`config.mk`:
```
export PLATFORM = sky130hd
export DESIGN_NAME = serial_adder_flat
export DESIGN_NICKNAME = d
export VERILOG_FILES = /design/src/rtl/serial_adder_if.sv /design/src/rtl/serial_adder.sv /design/src/flat_wrapper.sv
export SDC_FILE = /design/constraint.sdc
export NUM_CORES = 1
export LEC_CHECK = 0
export ABC_AREA = 1
export CORE_MARGIN = 2
export CORE_UTILIZATION = 29
export CTS_BUF_LIST = sky130_fd_sc_hd__clkbuf_8
export DETAILED_ROUTE_END_ITERATION = 10
export RECOVER_POWER = 100
export SYNTH_ARGS = -nofsm -noshare
export SYNTH_HDL_FRONTEND = slang
export SYNTH_SLANG_ARGS = --single-unit
```
`constraint.sdc`:
```
create_clock -name clk -period 2.8 [get_ports clk]
set_input_delay 0.84 -clock clk [delete_from_list [all_inputs] [get_ports clk]]
set_output_delay 0.84 -clock clk [all_outputs]
set_load 0.05 [all_outputs]
```
`src/rtl/serial_adder_if.sv`:
```
// Operand/result bundle for the serial adder.
// The master side issues start with operands; the slave side returns registered results, busy and done.
interface serial_adder_if #(
    parameter int WIDTH = 32
);
    logic             start;
    logic             sub;
    logic [WIDTH-1:0] a;
    logic [WIDTH-1:0] b;
    logic             cin;
    logic [WIDTH-1:0] sum;
    logic             cout;
    logic             overflow;
    logic             zero;
    logic             busy;
    logic             done;

    modport master (
        output start, sub, a, b, cin,
        input  sum, cout, overflow, zero, busy, done
    );

    modport slave (
        input  start, sub, a, b, cin,
        output sum, cout, overflow, zero, busy, done
    );
endinterface

```
`src/rtl/serial_adder.sv`:
```
// Multi-cycle adder/subtractor that processes CHUNK bits per clock, LSB chunk first.
// Results are assembled internally and published to sum/cout/overflow/zero on the final chunk edge.
module serial_adder #(
    parameter int WIDTH = 32,
    parameter int CHUNK = 8
) (
    input  logic          clk,
    input  logic          rst_n,
    serial_adder_if.slave bus,
    output logic [1:0]    dbg_state
);
    // Handshake: start is accepted on any rising edge where busy=0 (IDLE or DONE);
    // done is high for exactly one cycle, the cycle in which the new results first appear.
    localparam int NCH = WIDTH / CHUNK;
    localparam int KW  = (NCH > 1) ? $clog2(NCH) : 1;

    typedef enum logic [1:0] {
        IDLE = 2'd0,
        RUN  = 2'd1,
        DONE = 2'd2
    } state_t;

    state_t           state;
    state_t           state_nxt;
    logic [WIDTH-1:0] op_a;
    logic [WIDTH-1:0] op_b;
    logic [WIDTH-1:0] acc;
    logic [WIDTH-1:0] acc_nxt;
    logic             carry;
    logic [KW-1:0]    k;
    logic [CHUNK-1:0] ca;
    logic [CHUNK-1:0] cb;
    logic [CHUNK:0]   csum;
    logic             last;
    logic             accept;
    logic             msb_cin;
    int               base;

    // Chunk datapath: one CHUNK-wide add of the selected slice plus the running carry.
    always_comb begin
        base    = int'(k) * CHUNK;
        ca      = op_a[base +: CHUNK];
        cb      = op_b[base +: CHUNK];
        csum    = {1'b0, ca} + {1'b0, cb} + {{CHUNK{1'b0}}, carry};
        acc_nxt = acc;
        acc_nxt[base +: CHUNK] = csum[CHUNK-1:0];
        last    = (k == KW'(NCH - 1));
        accept  = bus.start && (state != RUN);
        // Carry into the top bit recovered from its sum bit: s = a ^ b ^ c_in.
        msb_cin = op_a[WIDTH-1] ^ op_b[WIDTH-1] ^ csum[CHUNK-1];
    end

    always_comb begin
        state_nxt = state;
        case (state)
            IDLE:    if (bus.start) state_nxt = RUN;
            RUN:     if (last) state_nxt = DONE;
            DONE:    state_nxt = bus.start ? RUN : IDLE;
            default: state_nxt = IDLE;
        endcase
    end

    always_ff @(posedge clk) begin
        if (!rst_n) begin
            state <= IDLE;
        end else begin
            state <= state_nxt;
        end
    end

    always_ff @(posedge clk) begin
        if (!rst_n) begin
            op_a         <= '0;
            op_b         <= '0;
            acc          <= '0;
            carry        <= 1'b0;
            k            <= '0;
            bus.sum      <= '0;
            bus.cout     <= 1'b0;
            bus.overflow <= 1'b0;
            bus.zero     <= 1'b1;
        end else if (accept) begin
            // Subtraction is a + ~b + 1, so the inversion and the forced carry happen at capture.
            op_a  <= bus.a;
            op_b  <= bus.sub ? ~bus.b : bus.b;
            carry <= bus.sub | bus.cin;
            k     <= '0;
        end else if (state == RUN) begin
            acc   <= acc_nxt;
            carry <= csum[CHUNK];
            k     <= k + KW'(1);
            if (last) begin
                bus.sum      <= acc_nxt;
                bus.cout     <= csum[CHUNK];
                bus.overflow <= csum[CHUNK] ^ msb_cin;
                bus.zero     <= (acc_nxt == '0);
            end
        end
    end

    assign bus.busy  = (state == RUN);
    assign bus.done  = (state == DONE);
    assign dbg_state = state;
endmodule

```
`src/flat_wrapper.sv`:
```
// flat-port wrapper written by rule: the top's interface ports become plain ports
module serial_adder_flat 
#(
    parameter int WIDTH = 32,
    parameter int CHUNK = 8
)
  (clk, rst_n, dbg_state, bus_start, bus_sub, bus_a, bus_b, bus_cin, bus_sum, bus_cout, bus_overflow, bus_zero, bus_busy, bus_done);
  serial_adder_if #(.WIDTH(WIDTH)) bus_i ();
  input  logic clk;
  input  logic rst_n;
  output logic [1:0] dbg_state;
  input wire logic [$bits(bus_i.start)-1:0] bus_start;
  input wire logic [$bits(bus_i.sub)-1:0] bus_sub;
  input wire logic [$bits(bus_i.a)-1:0] bus_a;
  input wire logic [$bits(bus_i.b)-1:0] bus_b;
  input wire logic [$bits(bus_i.cin)-1:0] bus_cin;
  output wire logic [$bits(bus_i.sum)-1:0] bus_sum;
  output wire logic [$bits(bus_i.cout)-1:0] bus_cout;
  output wire logic [$bits(bus_i.overflow)-1:0] bus_overflow;
  output wire logic [$bits(bus_i.zero)-1:0] bus_zero;
  output wire logic [$bits(bus_i.busy)-1:0] bus_busy;
  output wire logic [$bits(bus_i.done)-1:0] bus_done;
  assign bus_i.start = bus_start;
  assign bus_i.sub = bus_sub;
  assign bus_i.a = bus_a;
  assign bus_i.b = bus_b;
  assign bus_i.cin = bus_cin;
  assign bus_sum = bus_i.sum;
  assign bus_cout = bus_i.cout;
  assign bus_overflow = bus_i.overflow;
  assign bus_zero = bus_i.zero;
  assign bus_busy = bus_i.busy;
  assign bus_done = bus_i.done;
  serial_adder #(.WIDTH(WIDTH), .CHUNK(CHUNK)) u_core (.clk(clk), .rst_n(rst_n), .bus(bus_i), .dbg_state(dbg_state));
endmodule
```
==> results of run 1 <==
[worst max-delay path, stage by stage, from the launching register on]
cell             delay, ns
dfxtp_1               0.41
inv_1                 0.06
nor2_1                0.09
clkdlybuf4s50_1       0.81
[synth_stat cells]
| cell | n |
|---|---|
| inv_2 | 7 |
| nor2_1 | 144 |
| nand3_1 | 88 |
| o21bai_1 | 1 |
| buf_1 | 8 |
| buf_4 | 1 |
| o211ai_1 | 17 |
| dfxtp_1 | 136 |
| o22ai_1 | 16 |
| nor2_2 | 3 |
| buf_6 | 1 |
| o21ai_0 | 127 |
| inv_1 | 83 |
| buf_2 | 13 |
| nor2_4 | 3 |
| nand2_2 | 2 |
| a21boi_2 | 3 |
| nand2_1 | 124 |
| fa_1 | 2 |
| or2_2 | 1 |
| o21a_1 | 1 |
| or2_1 | 1 |
| nor3_4 | 1 |
| xnor2_1 | 33 |
| a31oi_1 | 3 |
| nand4_1 | 11 |
| a21oi_1 | 18 |
| clkbuf_1 | 32 |
| a21boi_1 | 1 |
| o21ai_1 | 15 |
| clkinv_2 | 1 |
| a21oi_2 | 2 |
| ha_1 | 13 |
| xor2_1 | 1 |
[registers in the layout, summed over array words and instances (netlist names)]
register / flops
u_core.dbg_state: 2
u_core.bus.cout: 1
u_core.carry: 1
u_core.acc: 32
u_core.bus.sum: 32
u_core.bus.overflow: 1
u_core.op_a: 32
u_core.bus.zero: 1
u_core.k: 2
u_core.op_b: 32
[where the power goes]
group | total [mW] | internal, mW | leakage [nW] | switching, mW
clock | 1.89 | 1.10 | 0.233 | 0.788
sequential | 2.12 | 2.05 | 1.12 | 0.0691
combinational | 1.02 | 0.443 | 2.41 | 0.580
[cell usage in the layout (no fill, tap or decap), types with 2 or more instances in the layout]
master / instances
fa_2: 2
buf_4: 54
nor2_1: 140
a21oi_1: 17
a21boi_2: 3
o211ai_1: 17
bufinv_16: 5
clkdlybuf4s50_1: 104
xnor2_1: 33
nor2_2: 7
inv_1: 82
a31oi_1: 3
o21ai_1: 21
clkinv_4: 2
nand2_1: 120
buf_12: 3
o21ai_0: 118
o22ai_1: 15
clkbuf_8: 19
inv_2: 8
nand4_1: 11
clkinvlp_4: 2
nand3_1: 88
ha_1: 13
dfxtp_2: 2
nor2_4: 3
clkinv_2: 4
o21ai_2: 2
dfxtp_1: 134
a21oi_2: 3
nand2_2: 6
[cells by family (layout without fill, tap and decap cells)]
logic type | count (synthesis) | in the layout
buf+inv | 146 | 286
flops | 136 | 136
compound gates | 204 | 204
fa+ha+maj | 15 | 15
xor+xnor | 34 | 34
simple gates | 378 | 378
[what timing repair did]
item	CTS	global route
hold endpoints to repair	0	0
setup buffers	0	3
gates resized for setup	0	21
endpoints found under the setup margin	0	18
[area by class of cell]
cell class / instances / area [sq um] / share of cell area, %
Inverter: 91 / 343 / 3.95
Sequential cell: 136 / 2730 / 31.4
Tap cell: 280 / 350 / 4.03
Clock buffer: 19 / 262 / 3.01
Timing Repair Buffer: 163 / 1520 / 17.5
Multi-Input combinational cell: 631 / 3280 / 37.8
Clock inverter: 13 / 201 / 2.32
[metrics by stage]
| stage | instance area [sq um] | setup WS [ns] | setup TNS (ns) |
|---|---|---|---|
| after floorplan | 6560 | 0.00136 | 0 |
| after global placement | 8160 | 0.156 | 0 |
| after detailed placement | 8160 | 0.0997 | 0 |
| after CTS | 8620 | 0.0832 | 0 |
| after global routing | 8690 | -0.103 | -0.109 |
| final | 8690 | 0.145 | 0 |
[layer usage]
layer	global-route usage [%]	routed length, microns	vias to the layer above
met5	0	0	-
met4	6.63	473	0
met3	3.07	903	29
met2	26.2	8490	156
met1	21.3	8870	2839
li1	-	-	3240
[final timing paths]
check                      start                 end  slack (ns)  cells after the start
max reg2reg          u_core.k[0]     u_core.bus.zero        0.17                     17
max          u_core.dbg_state[1]            bus_done        0.14                      3
min           u_core.bus.sum[30]  u_core.bus.sum[30]        0.48                      2
min reg2reg   u_core.bus.sum[30]  u_core.bus.sum[30]        0.48                      2
==> impl_metrics.toml, run 1 <==
[status]
status = "completed"

[clock_tree]
postCtsHoldBufs = 0
ctsLongestPathBuffers = 2
cts_root_buf = "clkbuf_8"
clock_latency_ns = 0.46
cts_sinks = 136
cts_made_buffers = 17
cts_tree = "yes"
path_clk_slew_ns = 0.08
cts.htree.levels = 4

[placement]
dp_hpwl_mm = 14.1
gp_congestion = 0.879
port_buffers = 107
dp_cells = 1298

[power_and_ir_drop]
total_power_mw = 5.04
vdd_drop_max_mv = 0.231
power_leakage_nw = 3.76
power_density_nw_per_um2 = 580

[routing]
wl_mm = 18.7
dr.first_iter.drc_count = 343
drc_errors = 0
wl_per_cell_microns = 14.1
via_per_inst = 4.70
vias = 6264
dr.pass1.iters = 4
ant_nets = 0

[synth]
synth_xor_area_share_pct = 4.56
yosysTopAreaCell = "dfxtp_1"
syn_area_sq_um = 6530
avgSynthCellArea_sq_um = 7.15
muxShareOfSynthArea_pct = 0
synth.yosys.seq_area_share_pct = 41.7
synth_cell_type_count = 34
synth_top_family_by_area = "simple AND/OR/NAND/NOR gates"
yosys_warnings = 0
synthSimpleGateAreaFrac_pct = 24.6
synth-compound-area-share_pct = 17.2
ys_ff_latch = 136
synth_top_area_share_pct = 41.7
synth_area_leaders = "dfxtp_1 (42%), o21ai_0 (9.7%), nor2_1 (8.3%), nand2_1 (7.1%), nand3_1 (6.7%)"
synthAdderAreaFrac_pct = 3.10
syn_nets = 997
synth_cells = 913

[global_routing]
grt_pass1_vias = 6087
antenna_found_initial = 0
grtUsageTotal_pct = 16.2
grt_overflow_total = 0
grt_pass1_wl_mm = 30.8
grt_max_degree = 69

[finish]
layout-drive-gt1-share_pct = 12.4
syn_to_final_growth_pct = 33.1
utilization_pct = 39.6
layout.nets = 1124
nFillCells = 2269
stdcell_count = 1333
n_antenna_cell = 0

[floorplanning]
coreArea_sq_um = 22000
initial_core_util_pct = 29.7
rows = 54
die-area_sq_um = 23700
io_pins = 108
die_w_microns = 154
die_height_microns = 154

[worst_setup_path]
required_ns = 1.96
critPathLaunchType = "register"
path_max_fanout = 3
arrival_ns = 1.82
worstSetupEndpointType = "output port"
path_class = "register to output port"

[hold_path]
hp-class = "register to register"

[timing]
slew_headroom_pct = 63.7
skew_ns = 0.0108
worstMarginPinSlew_ns = 0.542
holdWs_ns = 0.476
fmax_mhz = 377
setup_violations = 0
hold_viol = 0
rsz0062_at_grt = "true"
post-route-period-util_pct = 94.8
slew_violations = 0
post-route-min-period_ns = 2.66

[flow_run]
maxCapViolCount = 0
No activity file was read; power rests on OpenSTA's default activity.
==> run 2: changes to the inputs <==
--- a/config.mk
+++ b/config.mk
@@ -10,6 +10,7 @@
 export CORE_UTILIZATION = 29
 export CTS_BUF_LIST = sky130_fd_sc_hd__clkbuf_8
 export DETAILED_ROUTE_END_ITERATION = 10
+export DONT_BUFFER_PORTS = 1
 export RECOVER_POWER = 100
 export SYNTH_ARGS = -nofsm -noshare
 export SYNTH_HDL_FRONTEND = slang
==> impl_metrics.toml, run 2 (synthesis gave the netlist of run 1 again) <==
[clock_tree]
cts_root_buf = "clkbuf_8"
path_clk_slew_ns = 0.07
cts_made_buffers = 17
clock_latency_ns = 0.45
ctsLongestPathBuffers = 2
postCtsHoldBufs = 0
cts.htree.levels = 4
cts_sinks = 136
cts_tree = "yes"

[timing]
fin_ws_ns = 0.0783
slew_violations = 0
post-route-period-util_pct = 97.2
post-route-min-period_ns = 2.72
skew_ns = 0.0160
setup_violations = 0
fmax_mhz = 367
hold_viol = 0
slew_headroom_pct = 31.2
rsz0062_at_grt = "true"
worstMarginPinSlew_ns = 1.03

[worst_setup_path]
critPathLaunchType = "register"
required_ns = 1.96
worstSetupEndpointType = "output port"
path_max_fanout = 44
path_class = "register to output port"
arrival_ns = 1.88

[routing]
top_layer_used = "met4"
vias = 5944
dr.pass1.iters = 5
via_per_inst = 4.82
wl_per_cell_microns = 15.1
dr.first_iter.drc_count = 414
drc_errors = 0
routed-wl-met3_mm = 1.18
ant_nets = 0
wl_met2_mm = 8.40
met1_length_mm = 8.64
wl_mm = 18.6

[finish]
final_common_cell = "nor2_1"
n_antenna_cell = 0
nFillCells = 2354
final_area_sq_um = 7700
syn_to_final_growth_pct = 17.9
layout-drive-gt1-share_pct = 14.5
layout_common_cells = "nor2_1 (139), dfxtp_1 (134), o21ai_0 (125)"
layout.nets = 1025
seq_area_sq_um = 2730
multi_input_comb_area_sq_um = 3320
stdcell_count = 1232

[power_and_ir_drop]
power_density_nw_per_um2 = 621
power_leakage_nw = 3.40
total_power_mw = 4.78
vdd_drop_max_mv = 0.287

[placement]
port_buffers = 0
place_ws_ns = 0.0404
dp_hpwl_mm = 13.1
place_area_sq_um = 7070
dp_cells = 1191
gp_congestion = 0.861

[status]
status = "completed"

[global_routing]
grtUsageTotal_pct = 15.7
grt_overflow_total = 0
grt_pass1_wl_mm = 29.6
grt_max_degree = 117
grt_pass1_vias = 5696
antenna_found_initial = 0

[floorplanning]
coreArea_sq_um = 22000
rows = 54
io_pins = 108
die-area_sq_um = 23700
die_height_microns = 154
die_w_microns = 154
initial_core_util_pct = 29.7

[flow_run]
maxCapViolCount = 0

[hold_path]
hp-class = "register to register"
run 2: power breakdown:
group | internal [mW] | switching [mW]
combinational | 0.366 | 0.541
sequential | 2.05 | 0.0692
clock | 0.997 | 0.755
run 2: area by class of cell:
cell class | count | area share (%)
Clock inverter | 11 | 2.05
Timing Repair Buffer | 64 | 6.99
Sequential cell | 136 | 35.4
Inverter | 91 | 4.50
Tap cell | 280 | 4.55
Clock buffer | 19 | 3.40
Multi-Input combinational cell | 631 | 43.1
run 2: worst max-delay path, stage by stage, from the launching register on:
cell	delay [ns]
dfxtp_1	0.31
clkbuf_1	0.54
inv_2	0.11
nor2_4	0.18
buf_12	0.27
run 2: repair_timing:
item / CTS / global route
gates resized for setup: 0 / 44
setup buffers: 0 / 10
setup endpoints to repair: 0 / 27
run 2: final timing paths:
check	startpoint	endpoint	slack, ns	cells past startpoint
min	u_core.op_b[25]	u_core.op_b[25]	0.48	2
max	u_core.dbg_state[0]	bus_busy	0.08	4
max reg2reg	u_core.k[0]	u_core.bus.zero	0.10	19
min reg2reg	u_core.op_b[25]	u_core.op_b[25]	0.48	2
run 2: layer usage:
layer | vias up | track usage, %
met4 | 0 | 5.43
met1 | 2706 | 20.4
met2 | 177 | 24.7
met5 | - | 0
met3 | 22 | 4.71
li1 | 3039 | -
run 2: metrics by stage:
stage	TNS, ns	utilization, %	hold WS, ns
floorplan	0	-	0.448
global placement	0	32.2	0.463
detailed placement	0	32.2	0.466
CTS	0	34.1	0.476
global route	-0.271	35.1	0.505
finish	0	35.1	0.481
